==> src/rtl/shiftreg_ctrl_pkg.sv <==
// Shared encodings for the shift register command sequencer.
// Command opcodes, FSM states and shift directions.
package shiftreg_ctrl_pkg;

  localparam logic [1:0] OP_NOP   = 2'b00;
  localparam logic [1:0] OP_LOAD  = 2'b01;
  localparam logic [1:0] OP_DRAIN = 2'b10;
  localparam logic [1:0] OP_CLEAR = 2'b11;

  localparam logic DIR_LEFT  = 1'b0;
  localparam logic DIR_RIGHT = 1'b1;

  typedef enum logic [1:0] {
    S_IDLE,
    S_LOAD,
    S_DRAIN,
    S_CLEAR
  } state_t;

endpackage

==> src/rtl/shiftreg_ctrl_bit_counter.sv <==
// Bit counter for the sequencer: clear, increment,
// and a terminal flag on the last bit position.
module bit_counter #(
  parameter int WIDTH = 8,
  parameter int CW    = $clog2(WIDTH + 1)
) (
  input  logic          clk,
  input  logic          rst,
  input  logic          clr,
  input  logic          inc,
  output logic [CW-1:0] count,
  output logic          term
);

  always_ff @(posedge clk) begin
    if (rst || clr) begin
      count <= '0;
    end else if (inc) begin
      count <= count + CW'(1);
    end
  end

  assign term = (count == CW'(WIDTH - 1));

endmodule

==> src/rtl/shiftreg_ctrl.sv <==
// Command sequencer driving a serial shift register:
// LOAD shifts a word in MSB-first, DRAIN streams it out LSB-first.
module shiftreg_ctrl
  import shiftreg_ctrl_pkg::*;
#(
  parameter int WIDTH = 8,
  parameter int CW    = $clog2(WIDTH + 1)
) (
  input  logic             clk,
  input  logic             rst,
  input  logic             cmd_valid,
  output logic             cmd_ready,
  input  logic [1:0]       cmd_op,
  input  logic [WIDTH-1:0] cmd_data,
  input  logic [WIDTH-1:0] sr_q,
  output logic             sr_d,
  output logic             sr_en,
  output logic             sr_dir,
  output logic             sr_rst,
  output logic             ser_valid,
  output logic             ser_bit,
  input  logic             ser_ready,
  output logic             busy,
  output logic             done
);

  state_t           state;
  state_t           state_n;
  logic [WIDTH-1:0] hold;
  logic             done_n;
  logic             accept;
  logic             cnt_inc;
  logic [CW-1:0]    count;
  logic             term;
  logic             sr_q_unused;

  assign cmd_ready   = (state == S_IDLE) && !rst;
  assign accept      = cmd_valid && cmd_ready;
  assign busy        = (state != S_IDLE);
  assign sr_rst      = rst || (state == S_CLEAR);
  assign sr_q_unused = ^sr_q[WIDTH-1:1];

  assign cnt_inc = (state == S_LOAD) ||
                   ((state == S_DRAIN) && ser_ready);

  bit_counter #(
    .WIDTH (WIDTH),
    .CW    (CW)
  ) u_cnt (
    .clk   (clk),
    .rst   (rst),
    .clr   (accept),
    .inc   (cnt_inc),
    .count (count),
    .term  (term)
  );

  // hold shifts with the register, so its MSB is always the next bit in
  always_ff @(posedge clk) begin
    if (rst) begin
      state <= S_IDLE;
      hold  <= '0;
      done  <= 1'b0;
    end else begin
      state <= state_n;
      done  <= done_n;
      if (accept && (cmd_op == OP_LOAD)) begin
        hold <= cmd_data;
      end else if (state == S_LOAD) begin
        hold <= {hold[WIDTH-2:0], 1'b0};
      end
    end
  end

  always_comb begin
    state_n   = state;
    done_n    = 1'b0;
    sr_en     = 1'b0;
    sr_d      = 1'b0;
    sr_dir    = DIR_LEFT;
    ser_valid = 1'b0;
    ser_bit   = 1'b0;
    unique case (state)
      S_IDLE: begin
        if (accept) begin
          case (cmd_op)
            OP_LOAD:  state_n = S_LOAD;
            OP_DRAIN: state_n = S_DRAIN;
            OP_CLEAR: state_n = S_CLEAR;
            default:  done_n  = 1'b1;
          endcase
        end
      end
      S_LOAD: begin
        sr_en = !rst;
        sr_d  = hold[WIDTH-1];
        if (term) begin
          state_n = S_IDLE;
          done_n  = 1'b1;
        end
      end
      S_DRAIN: begin
        ser_valid = !rst;
        ser_bit   = sr_q[0];
        sr_dir    = DIR_RIGHT;
        sr_en     = !rst && ser_ready;
        if (ser_ready && term) begin
          state_n = S_IDLE;
          done_n  = 1'b1;
        end
      end
      S_CLEAR: begin
        state_n = S_IDLE;
        done_n  = 1'b1;
      end
    endcase
  end

endmodule
==> config.mk <==
export PLATFORM = sky130hd
export DESIGN_NAME = shiftreg_ctrl
export DESIGN_NICKNAME = d
export VERILOG_FILES = /design/src/rtl/shiftreg_ctrl_pkg.sv /design/src/rtl/shiftreg_ctrl_bit_counter.sv /design/src/rtl/shiftreg_ctrl.sv
export SDC_FILE = /design/constraint.sdc
export NUM_CORES = 1
export LEC_CHECK = 0
export CORE_ASPECT_RATIO = 0.8
export CORE_MARGIN = 2
export CORE_UTILIZATION = 25
export CTS_BUF_LIST = sky130_fd_sc_hd__clkbuf_2 sky130_fd_sc_hd__clkbuf_4 sky130_fd_sc_hd__clkbuf_8
export CTS_CLUSTER_DIAMETER = 60
export DETAILED_ROUTE_END_ITERATION = 8
export PLACE_DENSITY = 0.6
export SYNTH_ARGS = -nofsm -noshare
export SYNTH_HDL_FRONTEND = slang
export SYNTH_SLANG_ARGS = --single-unit
==> constraint.sdc <==
create_clock -name clk -period 2.7 [get_ports clk]
set_input_delay 0.675 -clock clk [delete_from_list [all_inputs] [get_ports clk]]
set_output_delay 0.675 -clock clk [all_outputs]
set_load 0.01 [all_outputs]
==> out/metrics.yaml, run 1 <==
cap_violations: 0
synth_area_um2: 862
crit_fanout: 5
post_cts_resized: 2
criticalPathCategory: "in -> out"
syn_area_per_cell_um2: 9.58
cp_top_family: "buffers and inverters"
postCtsHoldBufs: 0
finalHoldViolations: 0
fp-row-count: 19
regToRegSetupSlack_ns: 1.09
die_w_um: 69.7
tightest_slew_ns: 0.347
antenna_found_initial: 0
clk-insertion-delay-late_ns: 0.24
preCtsSetupSlack_ns: -0.0219
hp-class: "reg -> reg"
io_buffers: 23
n_antenna_cell: 0
wl_per_cell_um: 11.2
synth_top_area_cell: "dfxtp_1"
cp.depth: 3
multi_input_area_um2: 503
period_share: 0.967
dr.pass1.iters: 4
grt_max_degree: 16
synth.top_cell.area_share: 0.348
area_growth_pct: 38.8
rsz0062_at_grt: "false"
synthDistinctLibCells: 28
clkTransAtPathRegs_ns: 0.06
r2r_cells: 6
path_cells: "clkdlybuf4s50_1 -> or2_2 -> clkdlybuf4s50_1"
cts_root_buffer: "clkbuf_8"
die-area_um2: 3940
cts.sinks: 15
critPathMaxStageDelay_ns: 0.48
tritoncts: "done"
total_power_mw: 0.817
ant_nets: 0
cts_buffer_depth: 2
gp_congestion: 0.738
drive_above_1_share: 0.169
crit_buf_inv: 2
drc: 0
core_region_area_um2: 3380
r2r_start: "state[0]"
max_slew_margin: 0.769
fillers: 352
fmax_mhz: 383
htree_levels: 1
die_h_um: 56.5
finalClockSkew_ns: 0.00123
ys_ff_latch: 15
highest_layer: "met4"
met1_length_um: 906
max-vdd-ir-drop_uv: 260
start_util: 0.255
grt_pass1_wl_um: 2970
syn-instance-count: 90
cp_data_arrival_time_ns: 1.94
avgViaCountPerCell: 4.28
gr-usage-all-layers: 0.0950
syn_nets: 117
critPathLaunchType: "input port"
fin_crit_ns: 2.61
ys_seq_area_frac: 0.348
ys.warnings.count: 0
io_pins: 31
wl_met2_um: 790
drv_slew: 0
vias: 684
setup_viol: 0
cpMostUsedCell: "clkdlybuf4s50_1"
final_nets: 146
register_area_um2: 300
p_per_area_nw_per_um2: 683
drt-total-wl_um: 1800
grt_overflow: 0
crit_path_top_delay_cell: "clkdlybuf4s50_1"
ys_top_cells_by_area: "dfxtp_1 35%, mux2i_1 12%, a211oi_2 10%"
end_kind: "output pin"
cts_buffers: 3
required_ns: 2.03
critical_path.endpoint: "sr_rst"
p_leak_nw: 0.502
met3_length_um: 96
worstSetupStartpoint: "rst"
place_hpwl_um: 1440
worstReg2RegEnd: "hold[4]"
grt_pass1_vias: 651
outcome: "complete, no violations"
drtIter0Drc: 12
postCtsSetupRepairBufs: 0
finalWorstSetupSlack_ns: 0.0899
## tightest hold or removal path, cell delays in order, from the launching register on
cell and delay (ns):
dfxtp_1 0.33, nand2_1 0.06, a21oi_1 0.05
## metal layers
metal,global-route usage,up-vias
li1,-,362
met1,0.125,304
met2,0.147,16
met3,0.0359,2
met4,0.0247,0
met5,0,-
## synthesized netlist by cell type (all sizes together)
cell    count
dfxtp      15
nor2       13
mux2i      10
a211oi      8
inv         7
ha          5
buf         4
nand2       4
a21o        2
a21oi       2
and2        2
nand2b      2
nand4       2
nor2b       2
nor3        2
o21ai       2
xor2        2
a31oi       1
nand3b      1
nor3b       1
o221ai      1
or2         1
xnor2       1
## where the power goes
part           leakage (nW)  internal (mW)  switching [mW]
combinational         0.355          0.185           0.172
sequential            0.122          0.255          0.0225
clock                0.0255          0.102          0.0799
total                 0.502          0.542           0.275
## flip-flops by register name, summed over array words and instances, names as in the netlist
| register | cells |
|---|---|
| done | 1 |
| hold | 8 |
| state | 2 |
| u_cnt.count | 4 |
## cells by family after synthesis
group           share of synthesized area
buf+inv                            0.0682
simple gates                        0.194
compound gates                      0.170
flops                               0.348
xor+xnor                           0.0305
fa+ha+maj                          0.0726
mux                                 0.116
## how the worst min path moves through the flow
| stage | startpoint | to | depth (start not counted) |
|---|---|---|---|
| floorplan | u_cnt.count[1] | u_cnt.count[1] | 2 |
| global placement | u_cnt.count[1] | u_cnt.count[1] | 2 |
| detailed placement | u_cnt.count[1] | u_cnt.count[1] | 2 |
| CTS | u_cnt.count[1] | u_cnt.count[1] | 2 |
| global route | u_cnt.count[1] | u_cnt.count[1] | 2 |
| finish | u_cnt.count[1] | u_cnt.count[1] | 2 |
## cell type report
type	count	share of cell area
Multi-Input combinational cell	64	0.421
Sequential cell	15	0.251
Timing Repair Buffer	28	0.224
Tap cell	42	0.0439
Clock buffer	3	0.0345
Inverter	7	0.0220
Clock inverter	1	0.00418
## placed cells by master (no fill, tap or decap), drive strengths merged
cell type       n
nor3b           1
a211oi          8
a31oi           1
nor3            2
a21oi           2
nand2           4
nand3b          1
o21ai           2
nor2b           2
xor2            2
a21o            2
ha              5
clkinv          1
clkbuf          3
clkdlybuf4s50  20
dlygate4sd2     2
and2            2
nand4           2
nor2           13
xnor2           1
dlymetal6s2s    1
o221ai          1
nand2b          2
buf             5
mux2i          10
or2             1
dfxtp          15
inv             7
## through the flow
step	hold slack (ns)	TNS, ns	instance area (um2)	util	instances
CTS	0.489	0	1190	0.354	160
global route	0.526	0	1200	0.354	160
finish	0.485	0	1200	0.354	160
global placement	0.463	-0.0589	1150	0.341	156
floorplan	0.446	0	862	-	90
detailed placement	0.480	-0.0259	1150	0.341	156
Power figures use the tool's default switching activity.
==> run 2: changes to the inputs <==
--- a/config.mk
+++ b/config.mk
@@ -12,6 +12,7 @@
 export CTS_CLUSTER_DIAMETER = 60
 export DETAILED_ROUTE_END_ITERATION = 8
 export PLACE_DENSITY = 0.6
+export REMOVE_ABC_BUFFERS = 1
 export SYNTH_ARGS = -nofsm -noshare
 export SYNTH_HDL_FRONTEND = slang
 export SYNTH_SLANG_ARGS = --single-unit
==> constraint.sdc (replaced) <==
create_clock -name clk -period 3.4 [get_ports clk]
set_input_delay 0.85 -clock clk [delete_from_list [all_inputs] [get_ports clk]]
set_output_delay 0.85 -clock clk [all_outputs]
set_load 0.01 [all_outputs]
==> out/metrics.yaml, run 2 (same netlist as run 1, synthesis figures left out) <==
core_region_area_um2: 3380  # unchanged
cts_buffers: 3  # unchanged
postCtsHoldBufs: 0  # unchanged
io_buffers: 23  # unchanged
final_nets: 143  # -2.1%
critPathMaxStageDelay_ns: 0.54  # +0.06 ns
finalHoldViolations: 0  # unchanged
whs_ns: 0.480  # -0.00460 ns
path_cells: "clkdlybuf4s50_1 -> buf_4 -> nor2_1 -> clkdlybuf4s50_1"
min_from: "u_cnt.count[1]"
cts.sinks: 15  # unchanged
clkTransAtPathRegs_ns: 0.06  # about the same
drv_slew: 0  # unchanged
fin_crit_ns: 3.12
largest_register_ffs: 8  # unchanged
wl_per_cell_um: 11.7  # +3.8%
die_w_um: 69.7  # unchanged
crit_fanout: 14  # +9
fp-row-count: 19  # unchanged
criticalPathCategory: "in -> out"
max-vdd-ir-drop_uv: 267  # +2.7%
period_share: 0.919
drtIter0Drc: 3  # -9
n_antenna_cell: 0  # unchanged
drt-total-wl_um: 1830  # +1.9%
end_kind: "output pin"
grt_pass1_vias: 747  # +15%
layout_common_cells: "23 x clkdlybuf4s50_1, 15 x dfxtp_1, 13 x nor2_1"
clk-insertion-delay-late_ns: 0.25  # about the same
dr.pass1.iters: 2  # -2
cts_buffer_depth: 2  # unchanged
grt_pass1_wl_um: 3310  # +12%
finalSetupTns_ns: 0  # unchanged
htree_levels: 1  # unchanged
critPathLaunchType: "input port"
start_util: 0.255  # unchanged
multi_input_area_um2: 503  # unchanged
ant_nets: 0  # unchanged
rsz0062_at_grt: "false"
antenna_found_initial: 0  # unchanged
crit_path_top_delay_cell: "clkdlybuf4s50_1"
outcome: "complete, no violations"
finalWorstSetupSlack_ns: 0.275  # +0.186 ns
finalClockSkew_ns: 0.000549  # -0.000683 ns
cpMostUsedCell: "clkdlybuf4s50_1"
tritoncts: "done"
fin_area_um2: 1180  # -1.7%
final_util: 0.348  # -0.00593
place_hpwl_um: 1440  # +0.36%
register_area_um2: 300  # unchanged
preCtsSetupSlack_ns: 0.256  # +0.278 ns
post_cts_resized: 0  # -2
hp-class: "reg -> reg"
drc: 0  # unchanged
cp_data_arrival_time_ns: 2.27  # +0.33 ns
critical_path.endpoint: "ser_valid"
r2r_cells: 6  # unchanged
fillers: 352  # unchanged
required_ns: 2.55  # +0.52 ns
fmax_mhz: 320
worstReg2RegEnd: "hold[6]"
r2r_start: "state[1]"
grt_max_degree: 16  # unchanged
gr-usage-all-layers: 0.107  # +0.0117
worstSetupStartpoint: "rst"
drive_above_1_share: 0.148  # -0.0217
grt_overflow: 0  # unchanged
postCtsSetupRepairBufs: 0  # unchanged
die-area_um2: 3940  # unchanged
p_per_area_nw_per_um2: 553  # -19%
tightest_slew_ns: 0.345  # -0.00159 ns
final_common_cell: "clkdlybuf4s50_1"
p_leak_nw: 0.464  # -7.6%
area_growth_pct: 36.4
setup_viol: 0  # unchanged
avgViaCountPerCell: 4.36  # +1.9%
cap_violations: 0  # unchanged
max_slew_margin: 0.770  # +0.00106
placed_area_um2: 1130  # -2.0%
io_pins: 31  # unchanged
die_h_um: 56.5  # unchanged
vias: 684  # unchanged
top_regs: "hold: 8 flops, u_cnt.count: 4 flops, state: 2 flops"
cts_root_buffer: "clkbuf_8"
gp_congestion: 0.763  # +3.3%
regToRegSetupSlack_ns: 1.81  # +0.72 ns
top_register: "hold"
-- run 2: changes by cell type in the layout (fill, tap and decap cells not counted) --
cell / previous run / this run
clkdlybuf4s50_1: 20 / 23
dlymetal6s2s_1: 1 / 0
buf_4: 5 / 2
dlygate4sd2_1: 2 / 0
clkbuf_4: 0 / 1
clkinv_2: 1 / 0
-- run 2: final cells by class --
class	instances	area share
inverter	7	0.0223
tap	42	0.0447
timing repair buffer	25	0.209
clock buffer	4	0.0415
sequential	15	0.255
multi-input combinational	64	0.428
-- run 2: through the flow --
step | instances | total power, mW
floorplan | 86 | 0.395
global placement | 153 | 0.501
detailed placement | 153 | 0.506
CTS | 157 | 0.663
global route | 157 | 0.698
finish | 157 | 0.651
-- run 2: critical path: cells and delay by family --
| kind | cells | cell delay, ns |
|---|---|---|
| buf+inv | 3 | 1.30 |
| simple gates | 1 | 0.12 |
-- run 2: how the worst min path moves through the flow --
stage / cells past startpoint / endpoint / slack [ns]
finish: 2 / u_cnt.count[1] / 0.48
global route: 2 / u_cnt.count[1] / 0.53
CTS: 2 / u_cnt.count[1] / 0.48
detailed placement: 2 / u_cnt.count[1] / 0.47
global placement: 2 / u_cnt.count[1] / 0.46
floorplan: 2 / u_cnt.count[1] / 0.45
-- run 2: routing by layer --
layer / routed length (um) / track usage / up-vias / part of all wire
li1: - / - / 356 / -
met1: 848 / 0.119 / 316 / 0.46
met2: 902 / 0.191 / 10 / 0.49
met3: 67 / 0.0377 / 2 / 0.037
met4: 15 / 0.0330 / 0 / 0.0082
met5: 0 / 0 / - / 0
-- run 2: power by group --
part	switching (mW)	internal (mW)
Sequential	0.0207	0.203
Clock	0.0601	0.0910
Combinational	0.132	0.144
Total	0.213	0.438
